**config.mk**
```make
export PLATFORM = sky130hd
export DESIGN_NAME = range_count_ctrl
export DESIGN_NICKNAME = d
export VERILOG_FILES = /design/src/rtl/range_ctrl_pkg.sv /design/src/rtl/range_counter_core.sv /design/src/rtl/range_count_ctrl.sv
export SDC_FILE = /design/constraint.sdc
export NUM_CORES = 1
export LEC_CHECK = 0
export CORE_UTILIZATION = 40
export CTS_CLUSTER_DIAMETER = 200
export DETAILED_ROUTE_END_ITERATION = 12
export GPL_TIMING_DRIVEN = 0
export PLACE_DENSITY_LB_ADDON = 0.3
export SLEW_MARGIN = 20
export SYNTH_ARGS = -nofsm -noshare
export SYNTH_HDL_FRONTEND = slang
export SYNTH_SLANG_ARGS = --single-unit
```
**constraint.sdc**
```tcl
create_clock -name clk -period 2.8 [get_ports clk]
set_clock_uncertainty 0.2 [all_clocks]
set_input_delay 0.42 -clock clk [delete_from_list [all_inputs] [get_ports clk]]
set_output_delay 0.42 -clock clk [all_outputs]
set_load 0.02 [all_outputs]
```
**src/rtl/range_ctrl_pkg.sv**
```systemverilog
// Shared definitions for the range counter controller.
//   state_e   : controller state encoding (idle, run, hold, done)
//   RstLo/Hi  : bounds restored on reset
//   RstPasses : pass count restored on reset
package range_ctrl_pkg;

   typedef enum logic [1:0] {
      StIdle = 2'd0,
      StRun  = 2'd1,
      StHold = 2'd2,
      StDone = 2'd3
   } state_e;

   localparam int unsigned RstLo     = 3;
   localparam int unsigned RstHi     = 45;
   localparam int unsigned RstPasses = 1;

endpackage

```
**src/rtl/range_counter_core.sv**
```systemverilog
// Bounded up/down counter datapath.
//   clk, rst           : clock, asynchronous active-low reset (count -> RstVal)
//   load, load_val     : synchronous load, wins over en
//   en                 : advance one step this cycle
//   down               : 1 = count downward (lo..hi wraps hi->lo reversed)
//   lo, hi             : inclusive bounds
//   count              : current value
//   at_bound           : count sits on the bound where the next step wraps
//   wrap               : en && at_bound, one pulse per wrap
module range_counter_core #(
   parameter int unsigned      WIDTH  = 8,
   parameter logic [WIDTH-1:0] RstVal = '0
) (
   input  logic             clk,
   input  logic             rst,
   input  logic             load,
   input  logic [WIDTH-1:0] load_val,
   input  logic             en,
   input  logic             down,
   input  logic [WIDTH-1:0] lo,
   input  logic [WIDTH-1:0] hi,
   output logic [WIDTH-1:0] count,
   output logic             at_bound,
   output logic             wrap
);

   logic [WIDTH-1:0] count_q, count_d;

   always_comb begin
      at_bound = down ? (count_q == lo) : (count_q == hi);
      wrap     = en && at_bound;
      count_d  = count_q;
      if (load) begin
         count_d = load_val;
      end else if (en) begin
         if (at_bound) begin
            count_d = down ? hi : lo;
         end else begin
            count_d = down ? (count_q - WIDTH'(1)) : (count_q + WIDTH'(1));
         end
      end
   end

   always_ff @(posedge clk or negedge rst) begin
      if (!rst) begin
         count_q <= RstVal;
      end else begin
         count_q <= count_d;
      end
   end

   assign count = count_q;

endmodule

```
**src/rtl/range_count_ctrl.sv**
```systemverilog
// Range counter controller: configuration handshake, pass counting and
// run/hold/done sequencing around range_counter_core.
//   clk, rst            : clock, asynchronous active-low reset
//   cfg_valid/cfg_ready : configuration handshake (ready only in idle)
//   cfg_lo, cfg_hi      : bounds, rejected (cfg_err) when lo > hi
//   cfg_passes          : passes per run, 0 = free-run
//   cfg_down            : only with RANGE_CTRL_DOWN_EN; count downward
//   start, pause, abort : run control; abort overrides everything
//   count, busy         : current value, high in run or hold
//   wrap, done, cfg_err : single-cycle event pulses
// Optional feature macro: RANGE_CTRL_DOWN_EN (adds cfg_down).
module range_count_ctrl
   import range_ctrl_pkg::*;
#(
   parameter int unsigned WIDTH  = 8,
   parameter int unsigned PASS_W = 4
) (
   input  logic              clk,
   input  logic              rst,
   input  logic              cfg_valid,
   output logic              cfg_ready,
   input  logic [WIDTH-1:0]  cfg_lo,
   input  logic [WIDTH-1:0]  cfg_hi,
   input  logic [PASS_W-1:0] cfg_passes,
`ifdef RANGE_CTRL_DOWN_EN
   input  logic              cfg_down,
`endif
   input  logic              start,
   input  logic              pause,
   input  logic              abort,
   output logic [WIDTH-1:0]  count,
   output logic              busy,
   output logic              wrap,
   output logic              done,
   output logic              cfg_err
);

   state_e            state_q, state_d;
   logic [WIDTH-1:0]  lo_q, lo_d, hi_q, hi_d;
   logic [PASS_W-1:0] passes_q, passes_d, pass_cnt_q, pass_cnt_d;
   logic              cfg_err_q, cfg_err_d;
   logic              down_q;
   logic              handshake, cfg_accept;
   logic              ld, en, at_bound;
   logic [WIDTH-1:0]  ld_val;

   // abort blocks the handshake so it can override configuration too
   assign cfg_ready  = (state_q == StIdle) && !abort;
   assign handshake  = cfg_valid && cfg_ready;
   assign cfg_accept = handshake && (cfg_lo <= cfg_hi);

`ifdef RANGE_CTRL_DOWN_EN
   always_ff @(posedge clk or negedge rst) begin
      if (!rst) begin
         down_q <= 1'b0;
      end else if (cfg_accept) begin
         down_q <= cfg_down;
      end
   end
`else
   assign down_q = 1'b0;
`endif

   always_comb begin
      state_d    = state_q;
      lo_d       = lo_q;
      hi_d       = hi_q;
      passes_d   = passes_q;
      pass_cnt_d = pass_cnt_q;
      cfg_err_d  = handshake && !cfg_accept;
      ld         = 1'b0;
      ld_val     = lo_q;
      en         = 1'b0;

      if (cfg_accept) begin
         lo_d     = cfg_lo;
         hi_d     = cfg_hi;
         passes_d = cfg_passes;
      end

      unique case (state_q)
         StIdle: begin
            // count tracks lo while idle, including a freshly accepted lo
            ld     = 1'b1;
            ld_val = lo_d;
            if (!abort && start && !handshake) begin
               state_d    = StRun;
               pass_cnt_d = passes_q;
               ld_val     = down_q ? hi_q : lo_q;
            end
         end
         StRun: begin
            if (abort) begin
               state_d = StIdle;
               ld      = 1'b1;
            end else if (pause) begin
               state_d = StHold;
            end else begin
               en = 1'b1;
               if (at_bound && (passes_q != '0)) begin
                  if (pass_cnt_q <= PASS_W'(1)) begin
                     // final wrap: park on lo regardless of direction
                     state_d = StDone;
                     ld      = 1'b1;
                  end else begin
                     pass_cnt_d = pass_cnt_q - PASS_W'(1);
                  end
               end
            end
         end
         StHold: begin
            if (abort) begin
               state_d = StIdle;
               ld      = 1'b1;
            end else if (!pause) begin
               state_d = StRun;
            end
         end
         StDone: begin
            state_d = StIdle;
            ld      = 1'b1;
         end
         default: begin
            state_d = StIdle;
            ld      = 1'b1;
         end
      endcase
   end

   always_ff @(posedge clk or negedge rst) begin
      if (!rst) begin
         state_q    <= StIdle;
         lo_q       <= WIDTH'(RstLo);
         hi_q       <= WIDTH'(RstHi);
         passes_q   <= PASS_W'(RstPasses);
         pass_cnt_q <= '0;
         cfg_err_q  <= 1'b0;
      end else begin
         state_q    <= state_d;
         lo_q       <= lo_d;
         hi_q       <= hi_d;
         passes_q   <= passes_d;
         pass_cnt_q <= pass_cnt_d;
         cfg_err_q  <= cfg_err_d;
      end
   end

   range_counter_core #(
      .WIDTH  (WIDTH),
      .RstVal (WIDTH'(RstLo))
   ) u_core (
      .clk      (clk),
      .rst      (rst),
      .load     (ld),
      .load_val (ld_val),
      .en       (en),
      .down     (down_q),
      .lo       (lo_q),
      .hi       (hi_q),
      .count    (count),
      .at_bound (at_bound),
      .wrap     (wrap)
   );

   assign busy    = (state_q == StRun) || (state_q == StHold);
   assign done    = (state_q == StDone) && !abort;
   assign cfg_err = cfg_err_q;

endmodule

```
==> run_results.csv <==
group,metric,value,unit
placement,io_buffers,38,
grt,grt-ovfl-total,0,
grt,grt_usage,19.17,%
cells_and_area,fin_cells,344,
logic_synthesis,ys.flop_type,"dfrtp_1",
cells_and_area,n_antenna_cell,0,
cts,cts_sinks,35,
sta,period_share,96.83,%
status,status,"finished, final reports clean",
cells_and_area,drive_gt1_share,24.09,%
route,viasPerCell,5.265,
critical_path,worstPathCellList,"dlygate4sd2_1 -> ha_4 -> nor2b_1 -> o211ai_1 -> a21oi_4 -> nor3_4 -> buf_6 -> buf_12 -> mux2_2 -> a221o_1",
critical_path,cp_slowest_cell,"o211ai_1",
critical_path,path_buf_inv,3,
logic_synthesis,synthArstFlopShare,100.0,%
logic_synthesis,synth_fp_nets,260,
power,swShare,41.60,%
job,drv_cap,0,
sta,relSlewSlack,67.80,%
floorplanning,die_area,0.005928,sq mm
logic_synthesis,yosysSeqAreaShare,39.43,%
route,drc,0,
cells_and_area,final_cell_mix,"dfrtp_1, clkdlybuf4s50_1, mux2_2, dlygate4sd2_1",
route,drtIter0Drc,114,
cells_and_area,final_common_cell,"dfrtp_1",
logic_synthesis,syn_avg_cell_area,10.27,sq um
placement,dp.cells,328,
route,wirelength,5.299,mm
critical_path,cp.required,2780,ps
floorplanning,fp.dieW,77.00,um
power,powerDensity,1061,mW/mm^2
logic_synthesis,syn-cell-area,0.002250,sq mm
route,vias,1811,
grt,antenna_found_initial,0,
floorplanning,die-height,77.00,um
placement,finalWeightedCongestion,0.8065,
logic_synthesis,yosys_warnings,0,
power,ir_drop,517.9,uV
logic_synthesis,ys_types,51,
power,p_leak,1.232,nW
cells_and_area,num-nets-final,314,
sta,clock.fmax,368.8,MHz
cells_and_area,final_util,56.86,%
critical_path,critical_path.endpoint_type,"register",
critical_path,worstSetupStartpointType,"input port",
floorplanning,start_util,42.69,%
cts,path_clk_slew,70,ps
critical_path,cpPeakStageDelay,380,ps
power,pwr-share-seq,33.6,%
critical_path,cp_max_fo,5,
route,dr.pass1.iters,4,
power,p_int,1.858,mW
logic_synthesis,synth_edf_count,0,
floorplanning,num_rows,26,
floorplanning,coreArea,0.005270,sq mm
power,share_comb_of_total_power,54.9,%
sta,tightest_slew,479.8,ps
power,p_clk_share,11.6,%
cts,insertion_delay,300,ps
grt,grt_max_degree,28,
power,switchingPower,1.323,mW
cells_and_area,area_growth,33.20,%
critical_path,crit_family,"compound AO/OA/AOI/OAI gates",
cts,cts_buffer_depth,2,
sta,rsz0062_at_grt,"no",
cts,cts-htree-levels,2,
grt,grt_pass1_wl,8.694,mm
logic_synthesis,synth-seq-cells,35,
cells_and_area,fill_cells,478,
cts,numCtsBuffers,5,
sta,timing.final.ws_setup,88.64,ps
floorplanning,io_pins,39,
placement,dp_hpwl,3.814,mm
sta,final-setup-viol-count,0,
route,ant_nets,0,
sta,final_hold_viol_count,0,
sta,period_minus_slack,2711,ps
critical_path,critPathArrivalTime,2690,ps
hold_path,hold_path.class,"in -> reg",
cts,cts-root-buf,"clkbuf_8",
placement,pre_cts_ws,-595.4,ps
logic_synthesis,synthCells,219,
route,routedWlPerCell,15.40,um
cts,cts_tree,"done",
sta,final_max_slew_viol_count,0,
critical_path,critical_path_class,"in -> reg",
grt,grt_pass1_vias,1714,
## state kept, by name, indices dropped and copies added (netlist names)
name	flops
pass_cnt_q	4
u_core.count	8
passes_q	4
hi_q	8
cfg_err	1
state_q	2
lo_q	8
## per-stage QoR
stage	hold slack, ps	area, sq um	TNS [ps]	power, mW
after global placement	286.8	2718	-11210	2.724
after floorplan	-75.59	2250	0	2.268
after global routing	275.0	2997	0	3.424
after CTS	304.2	2964	0	3.186
after detailed placement	92.08	2733	-11410	2.764
final	245.1	2997	0	3.181
## per-layer routing
metal  wire length, um  vias to the layer above  GRT usage (%)
li1                  -                      901              -
met1              2582                      857          26.76
met2              2390                       47          29.02
met3               250                        6          3.452
met4                76                        0          8.113
met5                 0                        -              0
## cells by family (layout without fill, tap and decap cells)
logic type | after synthesis | in the layout | synth area share, %
XOR/XNOR | 14 | 14 | 5.450
buffers and inverters | 20 | 75 | 3.559
AO/OA/AOI/OAI | 47 | 47 | 15.07
flip-flops | 35 | 35 | 39.43
adder cells (fa/ha/maj) | 15 | 15 | 8.343
AND/OR/NAND/NOR | 65 | 65 | 16.69
multiplexers | 23 | 23 | 11.46
## what timing repair did
item | in CTS | in global routing
cloned | 1 | 0
setup endpoints to repair | 18 | 14
pin swaps | 7 | 2
setup buffers | 5 | 1
endpoints found under the hold margin | 8 | 0
hold buffers | 1 | 0
gates resized for setup | 29 | 7
## final timing paths
path | start | endpoint | slack, ps | depth (start not counted)
hold reg to reg | pass_cnt_q[1] | pass_cnt_q[1] | 300 | 2
max in group asynchronous | rst | hi_q[5] | 1610 | 3
setup reg to reg | state_q[1] | u_core.count[6] | 200 | 9
hold / removal | cfg_lo[4] | lo_q[4] | 250 | 2
setup / recovery | cfg_lo[1] | u_core.count[6] | 90 | 10
min in group asynchronous | rst | cfg_err | 310 | 2
## Yosys cell counts, types with 2 or more instances
master    number  area [sq um]
dfstp_2        9         236.5
nand2_1       12         45.04
o22a_1         3         26.28
nor3_1         5         25.02
mux2_2        18         202.7
or3_1          2         12.51
nor2b_1        6         37.54
mux2i_1        4         40.04
a31oi_1        2         12.51
and2_1         3         18.77
a21oi_1        9         45.04
o21a_1         2         15.01
ha_1          15         187.7
nor4_1         2         12.51
nor2_1        10         37.54
dfrtp_1       26         650.6
xor2_1         4         35.03
nand3_1        7         35.03
nand2b_1       4         25.02
clkbuf_1       3         11.26
inv_1         15         56.30
xnor2_1       10         87.58
o21ai_0       12         60.06
and3_1         3         18.77
or2_1          2         12.51
a221o_1        5         50.05
nand4_1        2         12.51
## cell type report
type | instances | area [sq um] | area share, %
Buffer | 5 | 23.77 | 0.7933
Clock buffer | 6 | 72.57 | 2.422
Clock inverter | 2 | 12.51 | 0.4175
Inverter | 15 | 56.30 | 1.879
Multi-Input combinational cell | 164 | 1365 | 45.55
Sequential cell | 35 | 887.1 | 29.60
Tap cell | 70 | 87.58 | 2.923
Timing Repair Buffer | 47 | 491.7 | 16.41
## power groups by stage
stage / sequential [mW] / combinational (mW) / clock (mW)
4_1_cts: 1.07 / 1.74 / 0.378
3_3_place_gp: 1.07 / 1.65 / 0
5_1_grt: 1.11 / 1.92 / 0.393
2_1_floorplan: 1.07 / 1.20 / 0
6_report: 1.07 / 1.75 / 0.368
3_5_place_dp: 1.08 / 1.69 / 0
Power figures use the tool's default switching activity.
